==> src/rtl/stat_px_rle_enc.sv <==
// -----------------------------------------------------------------------------
// stat_px_rle_enc
//
// Encodes a stream of monochrome pixels into 16-bit static-pixel RLE words.
// It takes one pixel per cycle in and emits packed words out, with a
// valid/ready handshake on each side.
//
// Word format:
//   bit 15     : word type, 0 = raw, 1 = length-encoded
//   raw        : bits 14..0 hold pixels, first collected pixel in bit 0,
//                unused high bits are 0
//   length     : bit 14 is the pixel value, bits 13..0 hold run length - 1
//
// Ports:
//   clk, rst       clock, asynchronous active-high reset
//   px_valid/ready handshake for the input pixel px_in
//   px_last        the accepted pixel is the final pixel of the frame
//   word_valid     word_data/word_last hold an encoded word
//   word_data      encoded word
//   word_last      the word is the final word of the frame
//   word_ready     the sink accepts the word
// -----------------------------------------------------------------------------
module stat_px_rle_enc #(
    parameter int RUN_MAX  = 16384,  // longest run in one word, RUN_MAX-1 fits 14 bits
    parameter int RAW_BITS = 15      // pixels per raw word, fixed by the format
) (
    input  logic        clk,
    input  logic        rst,
    input  logic        px_valid,
    input  logic        px_in,
    input  logic        px_last,
    output logic        px_ready,
    output logic        word_valid,
    output logic [15:0] word_data,
    output logic        word_last,
    input  logic        word_ready
);

    typedef enum logic [1:0] {COLLECT, RUN, TAIL} state_t;

    state_t              state, state_nxt;
    logic [RAW_BITS-1:0] col_buf, buf_nxt, buf_ins;
    logic [3:0]          n, n_nxt, n_inc;
    logic                uni, uni_nxt, uni_ins;
    logic [14:0]         run, run_nxt, run_inc;
    logic [13:0]         run_dec;
    logic                rv, rv_nxt;
    logic                tail_px, tail_nxt;
    logic                out_free, accept;
    logic                emit, emit_last;
    logic [15:0]         emit_data;

    // The single output register can take a new word when it is empty or
    // when its current word is consumed on this same edge.
    assign out_free = !word_valid || word_ready;
    assign px_ready = (state != TAIL) && out_free;
    assign accept   = px_valid && px_ready;
    assign n_inc    = n + 4'd1;
    assign run_inc  = run + 15'd1;
    // Only used when a run breaks, and a run in progress never exceeds
    // RUN_MAX-1, so the low 14 bits are sufficient.
    assign run_dec  = run[13:0] - 14'd1;

    // Collect buffer with the incoming pixel placed at slot n. A fresh word
    // (n == 0) starts from zeros so unused high bits of a raw word stay 0.
    always_comb begin
        buf_ins = (n == 4'd0) ? '0 : col_buf;
        for (int i = 0; i < RAW_BITS; i++) begin
            if (4'(i) == n) buf_ins[i] = px_in;
        end
        uni_ins = (n == 4'd0) || (uni && (px_in == col_buf[0]));
    end

    always_comb begin
        // NOTE: every signal gets a default first so no path leaves it
        // unassigned, which would otherwise infer a latch.
        state_nxt = state;
        buf_nxt   = col_buf;
        n_nxt     = n;
        uni_nxt   = uni;
        run_nxt   = run;
        rv_nxt    = rv;
        tail_nxt  = tail_px;
        emit      = 1'b0;
        emit_last = 1'b0;
        emit_data = '0;

        case (state)
            COLLECT: begin
                if (accept) begin
                    buf_nxt = buf_ins;
                    n_nxt   = n_inc;
                    uni_nxt = uni_ins;
                    if (px_last) begin
                        // Frame end: short uniform groups become a length
                        // word (length - 1 equals the old n), others raw.
                        emit      = 1'b1;
                        emit_last = 1'b1;
                        n_nxt     = 4'd0;
                        emit_data = uni_ins ? {1'b1, buf_ins[0], 10'd0, n}
                                            : {1'b0, buf_ins};
                    end else if (n_inc == 4'(RAW_BITS)) begin
                        n_nxt = 4'd0;
                        if (uni_ins) begin
                            // A full uniform group turns into a run; nothing
                            // is emitted until the run ends.
                            state_nxt = RUN;
                            run_nxt   = 15'(RAW_BITS);
                            rv_nxt    = px_in;
                        end else begin
                            emit      = 1'b1;
                            emit_data = {1'b0, buf_ins};
                        end
                    end
                end
            end

            RUN: begin
                if (accept) begin
                    if (px_in == rv) begin
                        if (px_last) begin
                            // Old run already equals new length - 1.
                            emit      = 1'b1;
                            emit_last = 1'b1;
                            emit_data = {1'b1, rv, run[13:0]};
                            state_nxt = COLLECT;
                            run_nxt   = '0;
                        end else if (run_inc == 15'(RUN_MAX)) begin
                            emit      = 1'b1;
                            emit_data = {1'b1, rv, 14'(RUN_MAX - 1)};
                            state_nxt = COLLECT;
                            run_nxt   = '0;
                        end else begin
                            run_nxt = run_inc;
                        end
                    end else begin
                        emit      = 1'b1;
                        emit_data = {1'b1, rv, run_dec};
                        run_nxt   = '0;
                        if (px_last) begin
                            // The breaking pixel also ends the frame; it needs
                            // its own word once the register frees up.
                            state_nxt = TAIL;
                            tail_nxt  = px_in;
                        end else begin
                            state_nxt = COLLECT;
                            buf_nxt   = {{(RAW_BITS-1){1'b0}}, px_in};
                            n_nxt     = 4'd1;
                            uni_nxt   = 1'b1;
                        end
                    end
                end
            end

            TAIL: begin
                if (out_free) begin
                    emit      = 1'b1;
                    emit_last = 1'b1;
                    emit_data = {1'b1, tail_px, 14'd0};
                    state_nxt = COLLECT;
                end
            end

            default: state_nxt = COLLECT;
        endcase
    end

    always_ff @(posedge clk or posedge rst) begin
        if (rst) begin
            state      <= COLLECT;
            col_buf    <= '0;
            n          <= 4'd0;
            uni        <= 1'b1;
            run        <= '0;
            rv         <= 1'b0;
            tail_px    <= 1'b0;
            word_valid <= 1'b0;
            word_data  <= '0;
            word_last  <= 1'b0;
        end else begin
            // NOTE: sequential state uses non-blocking assignments so every
            // register samples the pre-edge values of the others.
            state   <= state_nxt;
            col_buf <= buf_nxt;
            n       <= n_nxt;
            uni     <= uni_nxt;
            run     <= run_nxt;
            rv      <= rv_nxt;
            tail_px <= tail_nxt;
            // Data and last only change on a load, so they hold steady while
            // the sink stalls.
            if (emit) begin
                word_valid <= 1'b1;
                word_data  <= emit_data;
                word_last  <= emit_last;
            end else if (word_ready) begin
                word_valid <= 1'b0;
            end
        end
    end

endmodule

==> config.mk <==
export PLATFORM = sky130hd
export DESIGN_NAME = stat_px_rle_enc
export DESIGN_NICKNAME = d
export VERILOG_FILES = /design/src/rtl/stat_px_rle_enc.sv
export SDC_FILE = /design/constraint.sdc
export NUM_CORES = 1
export LEC_CHECK = 0
export CORE_MARGIN = 8
export CORE_UTILIZATION = 45
export DETAILED_ROUTE_END_ITERATION = 8
export PLACE_DENSITY = 0.62
export SLEW_MARGIN = 20
export SYNTH_ARGS = -nofsm -noshare
export SYNTH_HDL_FRONTEND = slang
export SYNTH_SLANG_ARGS = --single-unit
export TNS_END_PERCENT = 10
==> constraint.sdc <==
create_clock -name clk -period 3.85 [get_ports clk]
set_input_delay 0.77 -clock clk [delete_from_list [all_inputs] [get_ports clk]]
set_output_delay 0.77 -clock clk [all_outputs]
set_load 0.01 [all_outputs]
Yosys cells after proc, flatten, opt, wreduce, memory -nomap -nowiden

Index checks and enable logic that the tools add are counted.

Input bits: 6
Bits in registers: 57

Reduce and logical (&&, ||, !) cells: 15
Bitwise operators: 2
$add $sub $neg: 3
Equality and inequality tests: 30
Muxes and demuxes: 81

Operator list:

| kind                    | count |
|---|---|
| $mux W15                | 15 |
| $mux W16                | 8 |
| $pmux W15 S2            | 2 |
| $pmux W16 S3            | 1 |
| $mux W1                 | 34 |
| $eq A4 B4 Y1 const A    | 7 |
| $mux W4                 | 6 |
| $mux W2                 | 10 |
| $ne A2 B2 Y1 const B    | 9 |
| $eq A3 B4 Y1 const A    | 4 |
| $add A15 B1 Y15 const B | 1 |
| $eq A15 B15 Y1 const B  | 1 |
| $sub A14 B1 Y14 const B | 1 |
| $reduce_and A5 Y1       | 2 |
| $eq A2 B4 Y1 const A    | 2 |
| $pmux W4 S2             | 1 |
| $reduce_and A7 Y1       | 1 |
| $pmux W1 S3             | 2 |
| $pmux W2 S3             | 1 |
| $reduce_and A6 Y1       | 1 |
| $add A4 B1 Y4 const B   | 1 |
| $eq A1 B4 Y1 const A    | 1 |
| $eq A4 B4 Y1 const B    | 1 |
| $logic_not A4 Y1        | 1 |
| 12 further kinds        | 18 |

Longest topological paths before layout

Word-level depth: 9
Depth in mapped cells: 10
Depth with buffers taken out: 9

Least setup slack after synthesis

Ideal clock, no wire load.

Path kind: reg-to-reg
Start point: register run[0]
End point: register word_data[1]
Cell stages (with the launch flop): 10
Period minus slack after synthesis: 2.681 ns
Buffers on the path: 3
Slack: 1.169 ns
Arrival time: 2.555 ns
Required time: 3.724 ns
Cell sequence: dfrtp_1 buf_6 and4_1 buf_6 a211o_1 a221o_1 o41ai_4 o31ai_4 buf_6 a221o_1

Word-level cells in the longest chain between the ends: 7
Elaborated cells on any way between the ends: 13
Those cells by class: 2 x add/sub; 1 x eq/ne; 10 x mux

RTL lines:

| element                                     | RTL line | source |
|---|---|---|
| start: declaration                          | 45       | `logic [14:0] run, run_nxt, run_inc;` |
| start signal: assignment                    | 187      | `run <= run_nxt;` |
| $add A15 B1 Y15                             | 59       | `assign run_inc = run + 15'd1;` |
| $eq A15 B15 Y1                              | 128      | `end else if (run_inc == 15'(RUN_MAX)) begin` |
| $mux W16 or $mux W1 (tied branches)         | 128      |  |
| $mux W16 or $mux W1 (tied branches)         | 121      | `if (px_last) begin` |
| $mux W16 or $mux W1 (tied branches)         | 120      | `if (px_in == rv) begin` |
| $mux W16 or $mux W1 (tied branches)         | 119      | `if (accept) begin` |
| $pmux W16 S3 or $pmux W1 S3 (tied branches) | 88       | `case (state)` |
| end signal: assignment                      | 194      | `word_data <= emit_data;` |
| end: declaration                            | 34       | `output logic [15:0] word_data,` |

Parallel ways exist; a longest one is shown, timed or not.
A chain may end at the register's enable or synchronous reset.

Worst setup path after layout

Start point: register run[3]
End point: register word_data[3]

The elaborated chain is that of the path after synthesis.

==> impl_metrics.yaml <==
grt:
  grt_pass1_wl_um: 17880
  grt_max_degree: 41
  antenna_found_initial: 0
  grtUsageTotal_pct: 19.16
  first_global_vias: 3399
  grt.overflow.total: 0
critical_path:
  critPathBufInv: 1
  worst_ep_required_time_ps: 4120
  max_stage_delay_ps: 640
  slowest_stage: "dfrtp_1"
  crit_top_cell: "a221o_1"
  end_kind: "register"
  cp_max_fo: 15
  r2r-end: "word_data[3]"
  cp.depth: 7
  critPathLaunchType: "register"
  arrival_ps: 3460
  path_class: "reg2reg"
  reg2regPathDepth: 7
  reg2reg_from: "run[3]"
  rrSetupSlack_ps: 660
  critPathTopFamily: "compound AO/OA/AOI/OAI gates"
  path_cells: "and4_1 -> nand4_1 -> a221o_1 -> o41ai_4 -> o21a_1 -> buf_4 -> a221o_1"
cells_and_area:
  fillers: 785
  syn_to_final_growth_pct: 11.08
  final_nets: 476
  drive_gt1_share_pct: 6.823
  antenna_cells: 0
synth:
  ys.flop_type: "dfrtp_1"
  ys_async_sr_fraction_pct: 100.0
  syn_area_um2: 3806
  synth_commonest_cells: "dfrtp_1 (56), nand2_1 (43), nor2_1 (39)"
  avgSynthCellArea_um2: 8.292
  synth-edff-count: 0
  synth_area_leaders: "dfrtp_1 (37%), o21ai_0 (4.5%), nand2_1 (4.2%)"
  synth_top_area_cell: "dfrtp_1"
  synthesis.nets: 471
  yosysMostFrequentCell: "dfrtp_1"
  ys_ff_latch: 57
  synthCells: 459
  yosys_warnings: 0
  ys_types: 58
  ys_seq_area_share_pct: 37.51
  synth_top_cell_area_share_pct: 36.82
floorplanning:
  pin_count: 25
  core_um2: 8217
  die_area_um2: 11660
  num_rows: 33
  initial_core_util_pct: 46.32
  die_h_um: 108.0
  die_width_um: 108.0
worst_hold_path:
  hold_end: "col_buf[4]"
  whs_path_depth: 2
  hold_path.class: "reg2reg"
  hold_start: "col_buf[4]"
clocking:
  cts_hold_buf: 0
  h-tree-depth: 3
  tritoncts: "built"
  clk_latency_ps: 340
  clk_transition_reported_paths_ps: 70
  clk_path_buf_depth: 2
  cts.sinks: 57
  cts_made_buffers: 9
  root_buffer: "clkbuf_8"
  cts_resized: 0
  cts_setup_buffers: 0
sta:
  fin_skew_ps: 9.494
  tightestPinTransition_ps: 883.2
  fin_crit_ps: 3187
  relSlewSlack_pct: 40.50
  drv_slew: 0
  tns_ps: 0
  max_clock_freq_mhz: 313.8
  setup_violations: 0
  rsz0062_at_grt: "false"
  finalHoldViolCount: 0
  timing.final.crit_share_pct: 82.78
pwr:
  vdd.ir_drop.worst_v: 0.0002768
  power_leakage_nw: 1.801
  power_mw: 2.076
  powerDensity_nw_per_um2: 491.1
placement:
  gp_congestion: 0.8838
  io_buffer_count: 24
  dp_hpwl_um: 7601
route:
  drtAntennaViolNets: 0
  totalWireLength_um: 10740
  first_pass_iters: 5
  drc: 0
  num_vias: 3548
  wl_per_cell_um: 18.71
  drt_iter0_markers: 215
  vias_per_cell: 6.181
status:
  outcome: "complete, no violations"
run:
  cap_viol_max_count: 0
[area by class of cell]
type	instances	area [um2]	area share, %
clock buffer	12	135.1	3.196
tap	105	131.4	3.107
timing repair buffer	34	315.3	7.458
multi-input combinational	342	2123	50.22
sequential	57	1428	33.77
clock inverter	4	20.02	0.4735
inverter	20	75.07	1.776
[worst register-to-register path, cell delays in order, from the launching register on]
cell     delay [ps]
dfrtp_1         640
and4_1          470
nand4_1         130
a221o_1         420
o41ai_4         610
o21a_1          450
buf_4           250
a221o_1         160
[how the worst max path moves through the flow]
stage,start,endpoint
final,run[3],word_data[3]
after global routing,run[0],word_data[3]
after CTS,run[3],word_data[3]
after detailed placement,px_last,word_data[14]
after global placement,px_last,word_data[12]
after floorplan,run[0],word_data[1]
[power by group]
part           internal, mW  switching [mW]  leakage [nW]
sequential            0.707           0.142         0.763
combinational         0.333           0.423         0.954
clock                 0.229           0.242        0.0839
total                  1.27           0.807          1.80
[cells in the final DEF (no fill, tap or decap), types with 3 or more instances in the layout]
| cell type | count |
|---|---|
| a211oi_1 | 3 |
| a21o_1 | 3 |
| a21oi_1 | 32 |
| a221o_1 | 14 |
| a22o_1 | 11 |
| a31oi_1 | 15 |
| a32o_1 | 5 |
| and2_1 | 4 |
| and3_1 | 9 |
| buf_4 | 10 |
| clkbuf_1 | 3 |
| clkbuf_8 | 9 |
| clkdlybuf4s50_1 | 24 |
| clkinv_2 | 4 |
| dfrtp_1 | 56 |
| ha_1 | 6 |
| inv_1 | 19 |
| mux2_1 | 3 |
| nand2_1 | 43 |
| nand2b_1 | 11 |
| nand3_1 | 14 |
| nand4_1 | 4 |
| nor2_1 | 39 |
| nor2b_1 | 7 |
| nor3_1 | 11 |
| nor4_1 | 7 |
| o21ai_0 | 34 |
| o22ai_1 | 12 |
| or3_1 | 5 |
| xnor2_1 | 9 |
[metal layers]
metal  part of all wire (%)  wire [um]  global-route usage, %  up-vias
li1                       -          -                      -     1697
met1                     44       4723                  23.87     1729
met2                     49       5285                  32.35      104
met3                    5.2        558                  3.986       18
met4                    1.6        169                  6.145        0
met5                      0          0                      0        -
[flip-flops by register name, indices dropped and copies added, names as in the netlist]
register / flops
word_valid: 1
n: 4
tail_px: 1
run: 15
state: 2
word_data: 16
rv: 1
uni: 1
col_buf: 15
word_last: 1
[cell families after synthesis]
group	after synthesis	share of synthesized area [%]
simple gates	163	20.97
compound gates	157	28.83
buf+inv	60	6.706
flops	57	37.51
xor+xnor	11	2.531
fa+ha+maj	6	1.972
mux	5	1.479
[through the flow]
stage / std cells / instance area [um2] / hold WS [ps] / util [%] / setup WS, ps
after global placement: 558 / 4073 / 464.5 / 49.57 / 586.6
after detailed placement: 558 / 4073 / 478.2 / 49.57 / 573.7
final: 574 / 4228 / 493.5 / 51.45 / 662.9
after global routing: 574 / 4228 / 519.3 / 51.45 / 464.9
after floorplan: 459 / 3806 / 443.6 / - / 1169
after CTS: 574 / 4228 / 494.8 / 51.45 / 671.7
Power figures use the tool's default switching activity.
